===== config.mk =====
export PLATFORM = sky130hd
export DESIGN_NAME = day_07_row_sequencer_flat
export DESIGN_NICKNAME = d
export VERILOG_FILES = /design/src/rtl/day_07_row_sequencer_if.sv /design/src/rtl/day_07_row_sequencer.sv /design/src/flat_wrapper.sv
export SDC_FILE = /design/constraint.sdc
export NUM_CORES = 1
export LEC_CHECK = 0
export BUFFER_PORTS_ARGS = -buffer_cell sky130_fd_sc_hd__buf_2
export CAP_MARGIN = 5
export CORE_MARGIN = 2
export CORE_UTILIZATION = 35
export DETAILED_ROUTE_END_ITERATION = 16
export HOLD_SLACK_MARGIN = 0.08
export PLACE_DENSITY = 0.6
export SYNTH_ARGS = -nofsm -noshare
export SYNTH_HDL_FRONTEND = slang
export SYNTH_SLANG_ARGS = --single-unit

===== constraint.sdc =====
create_clock -name clk -period 2.3 [get_ports clk]
set_input_delay 0 -clock clk [delete_from_list [all_inputs] [get_ports clk]]
set_output_delay 0 -clock clk [all_outputs]
set_load 0.02 [all_outputs]

===== src/rtl/day_07_row_sequencer_if.sv =====
// ---------------------------------------------------------------------------
// day_07_row_sequencer_if
// Purpose : bundles the splitter-RAM read port and the row valid/ready
//           stream that the Day 7 row sequencer drives toward the beam core.
// Signals :
//   mem_addr  - registered block RAM read address (sequencer -> RAM)
//   mem_data  - RAM read data, valid one cycle after mem_addr (RAM -> sequencer)
//   row_data  - assembled ROW_BITS-wide splitter mask
//   row_valid - row_data/row_index/row_last are valid
//   row_ready - consumer accepts the presented row
//   row_index - row number of the presented row
//   row_last  - presented row is the final row
// Modports: master = sequencer side, slave = RAM + beam-core side.
// ---------------------------------------------------------------------------
interface day_07_row_sequencer_if #(
  parameter int ROW_BITS = 141,
  parameter int ADDR_W   = 10
);
  logic [ADDR_W-1:0]   mem_addr;
  logic [15:0]         mem_data;
  logic [ROW_BITS-1:0] row_data;
  logic                row_valid;
  logic                row_ready;
  logic [6:0]          row_index;
  logic                row_last;

  modport master (
    output mem_addr,
    input  mem_data,
    output row_data,
    output row_valid,
    input  row_ready,
    output row_index,
    output row_last
  );

  modport slave (
    input  mem_addr,
    output mem_data,
    input  row_data,
    input  row_valid,
    output row_ready,
    input  row_index,
    input  row_last
  );
endinterface


===== src/rtl/day_07_row_sequencer.sv =====
// ---------------------------------------------------------------------------
// day_07_row_sequencer
// Purpose : walks the Day 7 splitter block RAM (ROWS x WORDS_PER_ROW 16-bit
//           words), packs each row into one ROW_BITS-wide mask and hands it
//           to the beam-propagation datapath over a valid/ready handshake.
//           Owns the RAM address and row counters; raises done once every
//           row has been accepted.
// Ports   :
//   clk            - single clock
//   rst            - synchronous active-high reset
//   start_i        - one-cycle pulse, begins or restarts a pass from row 0
//   bus            - day_07_row_sequencer_if.master (RAM port + row stream)
//   busy_o         - a pass is in progress (FETCH or PRESENT)
//   done_o         - all rows accepted, held until start_i or rst
//   stall_cycles_o - saturating count of valid && !ready cycles
//                    (only when ROW_STALL_COUNT_EN is defined)
// Config  : `define ROW_STALL_COUNT_EN to add the stall counter and its port.
// ---------------------------------------------------------------------------
module day_07_row_sequencer #(
  parameter int ROWS          = 70,
  parameter int WORDS_PER_ROW = 9,
  parameter int ROW_BITS      = 141,
  parameter int ADDR_W        = 10
) (
  input  logic                         clk,
  input  logic                         rst,
  input  logic                         start_i,
  day_07_row_sequencer_if.master       bus,
`ifdef ROW_STALL_COUNT_EN
  output logic [15:0]                  stall_cycles_o,
`endif
  output logic                         busy_o,
  output logic                         done_o
);

  // Words 0..WORDS_PER_ROW-2 are kept whole; only the low LAST_BITS of the
  // final word of a row carry mask bits.
  localparam int ASM_W     = 16 * (WORDS_PER_ROW - 1);
  localparam int LAST_BITS = ROW_BITS - ASM_W;
  localparam int CNT_W     = $clog2(WORDS_PER_ROW + 1);

  localparam logic [CNT_W-1:0] LAST_ISSUE = CNT_W'(WORDS_PER_ROW - 1);
  localparam logic [CNT_W-1:0] LAST_CAPT  = CNT_W'(WORDS_PER_ROW);
  localparam logic [6:0]       LAST_ROW   = 7'(ROWS - 1);

  typedef enum logic [1:0] {
    IDLE,
    FETCH,
    PRESENT,
    DONE
  } state_e;

  state_e              state_q;
  logic [ADDR_W-1:0]   addr_q;
  logic [6:0]          row_q;
  logic [CNT_W-1:0]    cnt_q;
  logic [ASM_W-1:0]    asm_q;
  logic [ROW_BITS-1:0] row_data_q;
  logic                valid_q;
  logic                last_q;
  logic                busy_q;
  logic                done_q;

  logic [ROW_BITS-1:0] row_data_d;
  logic                last_d;

  // Final word of the row is concatenated with the already-assembled
  // words; its bits above ROW_BITS are simply not taken.
  assign row_data_d = {bus.mem_data[LAST_BITS-1:0], asm_q};
  assign last_d     = (row_q == LAST_ROW);

  // cnt_q runs 0..WORDS_PER_ROW during FETCH. It doubles as the issue
  // index (address advances while cnt_q < WORDS_PER_ROW-1) and, offset by
  // one cycle of RAM latency, as the capture index (word cnt_q-1 arrives).
  // The address therefore stops on the last word of the row and the next
  // row base is simply addr_q + 1, so it never passes the final RAM word.
  always_ff @(posedge clk) begin
    if (rst) begin
      state_q    <= IDLE;
      addr_q     <= '0;
      row_q      <= '0;
      cnt_q      <= '0;
      asm_q      <= '0;
      row_data_q <= '0;
      valid_q    <= 1'b0;
      last_q     <= 1'b0;
      busy_q     <= 1'b0;
      done_q     <= 1'b0;
    end else if (start_i) begin
      state_q <= FETCH;
      addr_q  <= '0;
      row_q   <= '0;
      cnt_q   <= '0;
      valid_q <= 1'b0;
      last_q  <= 1'b0;
      busy_q  <= 1'b1;
      done_q  <= 1'b0;
    end else begin
      case (state_q)
        FETCH: begin
          cnt_q <= cnt_q + 1'b1;
          if (cnt_q < LAST_ISSUE) begin
            addr_q <= addr_q + 1'b1;
          end
          if (cnt_q == LAST_CAPT) begin
            row_data_q <= row_data_d;
            valid_q    <= 1'b1;
            last_q     <= last_d;
            state_q    <= PRESENT;
          end else if (cnt_q != '0) begin
            asm_q <= {bus.mem_data, asm_q[ASM_W-1:16]};
          end
        end
        PRESENT: begin
          if (bus.row_ready) begin
            valid_q <= 1'b0;
            last_q  <= 1'b0;
            if (last_q) begin
              state_q <= DONE;
              done_q  <= 1'b1;
              busy_q  <= 1'b0;
            end else begin
              row_q   <= row_q + 1'b1;
              addr_q  <= addr_q + 1'b1;
              cnt_q   <= '0;
              state_q <= FETCH;
            end
          end
        end
        default: begin
        end
      endcase
    end
  end

`ifdef ROW_STALL_COUNT_EN
  logic [15:0] stall_q;

  // Counts presented-but-not-accepted cycles, saturating at all ones.
  always_ff @(posedge clk) begin
    if (rst || start_i) begin
      stall_q <= '0;
    end else if (valid_q && !bus.row_ready && (stall_q != 16'hFFFF)) begin
      stall_q <= stall_q + 16'd1;
    end
  end

  assign stall_cycles_o = stall_q;
`endif

  assign bus.mem_addr  = addr_q;
  assign bus.row_data  = row_data_q;
  assign bus.row_valid = valid_q;
  assign bus.row_index = row_q;
  assign bus.row_last  = last_q;
  assign busy_o        = busy_q;
  assign done_o        = done_q;

endmodule


===== src/flat_wrapper.sv =====
// flat-port wrapper written by rule: the top's interface ports become plain ports
module day_07_row_sequencer_flat 
#(
  parameter int ROWS          = 70,
  parameter int WORDS_PER_ROW = 9,
  parameter int ROW_BITS      = 141,
  parameter int ADDR_W        = 10
)
  (clk, rst, start_i, busy_o, done_o, bus_mem_addr, bus_mem_data, bus_row_data, bus_row_valid, bus_row_ready, bus_row_index, bus_row_last);
  day_07_row_sequencer_if #(.ROW_BITS(ROW_BITS), .ADDR_W(ADDR_W)) bus_i ();
  input  logic clk;
  input  logic rst;
  input  logic start_i;
  output logic busy_o;
  output logic done_o;
  output wire logic [$bits(bus_i.mem_addr)-1:0] bus_mem_addr;
  input wire logic [$bits(bus_i.mem_data)-1:0] bus_mem_data;
  output wire logic [$bits(bus_i.row_data)-1:0] bus_row_data;
  output wire logic [$bits(bus_i.row_valid)-1:0] bus_row_valid;
  input wire logic [$bits(bus_i.row_ready)-1:0] bus_row_ready;
  output wire logic [$bits(bus_i.row_index)-1:0] bus_row_index;
  output wire logic [$bits(bus_i.row_last)-1:0] bus_row_last;
  assign bus_mem_addr = bus_i.mem_addr;
  assign bus_i.mem_data = bus_mem_data;
  assign bus_row_data = bus_i.row_data;
  assign bus_row_valid = bus_i.row_valid;
  assign bus_i.row_ready = bus_row_ready;
  assign bus_row_index = bus_i.row_index;
  assign bus_row_last = bus_i.row_last;
  day_07_row_sequencer #(.ROWS(ROWS), .WORDS_PER_ROW(WORDS_PER_ROW), .ROW_BITS(ROW_BITS), .ADDR_W(ADDR_W)) u_core (.clk(clk), .rst(rst), .start_i(start_i), .bus(bus_i), .busy_o(busy_o), .done_o(done_o));
endmodule

# ---- Word level (Yosys, flattened, before mapping)
# Cells that the tools add are included.
dict set report totals {
  input_bits 20
  output_inout_bits 162
  regBits 296
  wordCells 65
}
dict set report op_classes {
  eq_ne 10
  n_reduce_logical 16
  magnitude_cmp 1
  bitwise 3
  n_addsub 3
  muxes 21
}
# operator n
set op_table {}
lappend op_table {{$mux W10} 3}
lappend op_table {{$reduce_and A3 Y1} 7}
lappend op_table {{$pmux W10 S2} 1}
lappend op_table {{$add A10 B1 Y10 const B} 1}
lappend op_table {{$mux W1} 8}
lappend op_table {{$mux W4} 2}
lappend op_table {{$pmux W4 S2} 1}
lappend op_table {{$reduce_and A4 Y1} 2}
lappend op_table {{$reduce_bool A2 Y1} 4}
lappend op_table {{$add A7 B1 Y7 const B} 1}
lappend op_table {{$eq A7 B7 Y1 const B} 1}
lappend op_table {{$mux W2} 3}
lappend op_table {{$add A4 B1 Y4 const B} 1}
lappend op_table {{$eq A4 B4 Y1 const B} 1}
lappend op_table {{$lt A4 B4 Y1 const B} 1}
lappend op_table {{$ne A2 B1 Y1 const B} 2}
lappend op_table {{$ne A2 B2 Y1 const B} 2}
lappend op_table {{$pmux W1 S2} 2}
lappend op_table {{$pmux W2 S2} 1}
lappend op_table {{$reduce_bool A4 Y1} 1}
lappend op_table {{$ne A3 B2 Y1 const B} 1}
lappend op_table {{$ne A3 B3 Y1 const B} 1}
lappend op_table {{$not A1 Y1} 3}
lappend op_table {{$reduce_bool A3 Y1} 1}
lappend op_table {{other kinds (3)} 3}

# ---- Longest topological paths before layout
dict set report logic_depth {
  word_depth 4
  ltp_mapped 9
  depth_no_buf 6
}

# ---- Least setup slack after synthesis
# OpenSTA, ideal clock, no wires.
dict set report synth_timing {
  kind {reg-to-reg}
  from {reg u_core.cnt_q[1]}
  to {reg u_core.row_data_q[10], in the netlist u_core.bus.row_data[10]}
  required_ns 2.230
  path_buffers 2
  setup_ns 0.070
  path_stages_with_launch 9
  arrival_ns 1.562
  slack_ns 0.668
  synth_period_minus_slack_ns 1.632
  path_cell_list {dfxtp_1 inv_1 ha_1 and3b_2 nand2_1 buf_2 buf_1 nand2_1 a21oi_1}
}
dict set report synth_between {
  elab_chain_cells 2
}
# element line
set synth_rtl {}
lappend synth_rtl {{start, declared} day_07_row_sequencer.sv:56} ;# logic [CNT_W-1:0] cnt_q;
lappend synth_rtl {{start signal, assigned} day_07_row_sequencer.sv:101} ;# cnt_q <= cnt_q + 1'b1;
lappend synth_rtl {{$eq A4 B4 Y1} day_07_row_sequencer.sv:105} ;# if (cnt_q == LAST_CAPT) begin
lappend synth_rtl {{$reduce_and A3 Y1 (no source line)} -}
lappend synth_rtl {{end signal, assigned} day_07_row_sequencer.sv:106} ;# row_data_q <= row_data_d;
lappend synth_rtl {{end, declared} day_07_row_sequencer.sv:58} ;# logic [ROW_BITS-1:0] row_data_q;
# Every way passes these cells.
# A chain may end at the register's enable or synchronous reset.

# ---- Final worst setup path
dict set report layout_timing {
  from {reg u_core.state_q[0]}
  to {reg u_core.row_data_q[132], in the netlist u_core.bus.row_data[132]}
}
dict set report layout_between {
  elab_chain_cells 2
}
# element line
set layout_rtl {}
lappend layout_rtl {{start, declared} day_07_row_sequencer.sv:53} ;# state_e state_q;
lappend layout_rtl {{start signal, assigned} day_07_row_sequencer.sv:79} ;# state_q <= IDLE;
lappend layout_rtl {{start signal, assigned} day_07_row_sequencer.sv:90} ;# state_q <= FETCH;
lappend layout_rtl {{start signal, assigned} day_07_row_sequencer.sv:109} ;# state_q <= PRESENT;
lappend layout_rtl {{$eq A2 B1 Y1} day_07_row_sequencer.sv:99} ;# case (state_q)
lappend layout_rtl {{$reduce_and A3 Y1 (no source line)} -}
# Every way passes these cells.

==> metrics.yaml <==
routing:
  wire_per_inst_microns: 15.2
  drt_drc_violations_left: 0
  detailedRoute.firstIterationViolations: 595
  firstDrtPassIters: 5
  wirelength_microns: 28800
  drt.antenna.violating_nets: 0
  vias: 9070
  vias_per_cell: 4.79
floorplanning:
  rows: 63
  die_y_microns: 177
  ioPinCount: 182
  core_area_sq_um: 29600
  start_util: 0.355
  die_w_microns: 177
  die-area_sq_um: 31400
synthesis:
  postSynthCellCount: 1315
  async_reset_ff_frac: 0
  ys_ff_latch: 296
  synth_area_leaders: "dfxtp_1, nand2_1, a21oi_1"
  ys_seq_area_frac: 0.565
  synth-edff-count: 0
  synth_area_sq_um: 10500
  synth.most_common_cell: "nand2_1"
  ys_warn_count: 0
  avgSynthCellArea_sq_um: 7.98
  synth_top_cell_by_area: "dfxtp_1"
  synth_ff_type: "dfxtp_1"
  synth_top_area_frac: 0.565
  synth_common_cells: "nand2_1, dfxtp_1, a21oi_1"
  yosys.cell_types.count: 37
  syn_nets: 1341
grt:
  grt_pass1_vias: 8345
  grt_max_degree: 147
  grt_usage: 0.176
  gr-total-overflow: 0
  antenna_found_initial: 0
  grt_pass1_wl_microns: 44900
placement:
  place_area_sq_um: 11800
  gp_congestion: 0.793
  portBuffers: 181
  hpwl_microns: 19200
critical_path:
  cpLargestDelayFamily: "buffers and inverters"
  worstPathArrival_ns: 2.62
  crit_buf_inv: 3
  cp_slowest_cell: "dlygate4sd3_1"
  required_ns: 2.74
  crit_fanout: 21
  max_stage_delay_ns: 0.58
  path_cells: "nor3b_2 -> buf_4 -> nand2_4 -> buf_12 -> nand2_1 -> a21oi_1 -> dlygate4sd3_1"
  path_class: "reg -> reg"
  cp-end-kind: "flop"
  worstSetupStartpointType: "flop"
timing:
  fin_skew_ns: 0.0151
  fin_crit_sh: 0.948
  hold_violations: 0
  maxSlewViolCount: 0
  tightest_slew_ns: 0.654
  max-slew-margin-rel: 0.564
  fin_tns_setup_ns: 0
  finalSetupViolCount: 0
  fmax_mhz: 459
  layout_min_cycle_time_ns: 2.18
  grt_setup_unrepaired: "no"
outcome:
  status: "completed"
clock_network:
  clock_latency_ns: 0.55
  cts_sinks: 296
  root_buffer: "clkbuf_16"
  cts_resized: 0
  cts_tree: "built"
  htree_levels: 1
  clock_path_buffers: 3
  clk_pin_slew_ns: 0.07
  cts_buffers: 30
power_and_ir_drop:
  pwr_density_cell_nw_per_um2: 788
  ir_drop_mv: 0.458
  leakage_nw: 4.87
final_layout:
  diodes: 0
  drive_gt1_frac: 0.181
  utilization: 0.442
  syn2layout_area_growth_pct: 24.6
  design_area_sq_um: 13100
  fin_nets: 1506
job:
  drv_cap: 0
min_path:
  hp-class: "in -> reg"
==> tightest hold or removal path, cell delays in order <==
cell and delay [ns]:
dlygate4sd3_1 0.53, buf_2 0.13, nand2_1 0.05, a21oi_1 0.05
==> where the power goes <==
| part | total [mW] | internal, mW | switching, mW | leakage, nW |
|---|---|---|---|---|
| sequential | 5.14 | 5.13 | 0.00787 | 2.38 |
| clock | 4.96 | 2.92 | 2.04 | 0.506 |
| combinational | 0.202 | 0.0631 | 0.139 | 1.98 |
| total | 10.3 | 8.11 | 2.19 | 4.87 |
==> layer usage <==
metal  up-vias  wire [microns]  track usage
li1       4580               -            -
met2       206           13600        0.291
met4         0             962       0.0623
met1      4231           13000        0.234
met3        53            1240       0.0264
met5         -               0            0
==> cells in the final DEF (no fill, tap or decap), types with 2 or more instances in the layout <==
master and count:
clkbuf_1 4, nand3_1 6, nand2_1 551, dfxtp_1 296
clkinv_2 6, bufinv_16 2, clkbuf_8 10, nand4_1 4
buf_12 11, o21ai_0 4, buf_4 16, clkbuf_16 31
a21oi_1 278, clkinv_4 2, xnor2_1 8, nor3_1 5
nor2_1 21, dlygate4sd3_1 21, clkinvlp_4 2, ha_1 6
inv_1 4, a211oi_1 5, buf_2 180, xor2_1 9
==> logic make-up after synthesis <==
kind of cell,share of synthesized area
fa+ha+maj,0.00715
compound gates,0.144
flops,0.565
xor+xnor,0.0142
mux,0.000954
simple gates,0.225
buf+inv,0.0449
==> layout make-up <==
cell class,count,area (sq um)
clock buffer,43,890
clock inverter,13,139
fill,2966,16500
inverter,4,15.0
multi-input combinational,918,4130
sequential,296,5930
tap,390,488
timing repair buffer,230,1490
==> registers in the layout (all words and copies together) (netlist names) <==
signal and flops:
u_core.cnt_q 4, u_core.busy_o 1, u_core.bus.row_data 141, u_core.bus.row_index 7
u_core.state_q 2, u_core.bus.row_valid 1, u_core.bus.row_last 1, u_core.bus.mem_addr 10
u_core.asm_q 128, u_core.done_o 1
==> per-stage QoR <==
stage / hold slack, ns / worst slack (ns) / cells / power, mW
floorplan: 0.117 / 0.668 / 1315 / 5.37
finish: 0.245 / 0.121 / 1894 / 10.3
global placement: 0.256 / 0.400 / 1812 / 5.43
detailed placement: 0.260 / 0.350 / 1812 / 5.43
global route: 0.236 / 0.00230 / 1894 / 10.7
CTS: 0.231 / 0.0822 / 1889 / 10.4
==> worst paths after layout <==
| check | from | endpoint | slack (ns) | cells past startpoint |
|---|---|---|---|---|
| worst max-delay path | u_core.state_q[0]$_SDFFE_PP0P_ | u_core.bus.row_data[132]$_SDFFE_PP0P_ | 0.12 | 7 |
| worst min-delay path | bus_mem_data[13] | u_core.asm_q[125]$_SDFFE_PP0P_ | 0.25 | 4 |
| worst max register to register | u_core.state_q[0]$_SDFFE_PP0P_ | u_core.bus.row_data[132]$_SDFFE_PP0P_ | 0.12 | 7 |
| worst min register to register | u_core.bus.row_data[45]$_SDFFE_PP0P_ | u_core.bus.row_data[45]$_SDFFE_PP0P_ | 0.45 | 2 |
==> timing repair <==
action,in CTS,in global routing
setup buffers,0,4
hold buffers,21,0
hold endpoints to repair,91,0
setup endpoints to repair,0,2
No activity file was read; power rests on OpenSTA's default activity.
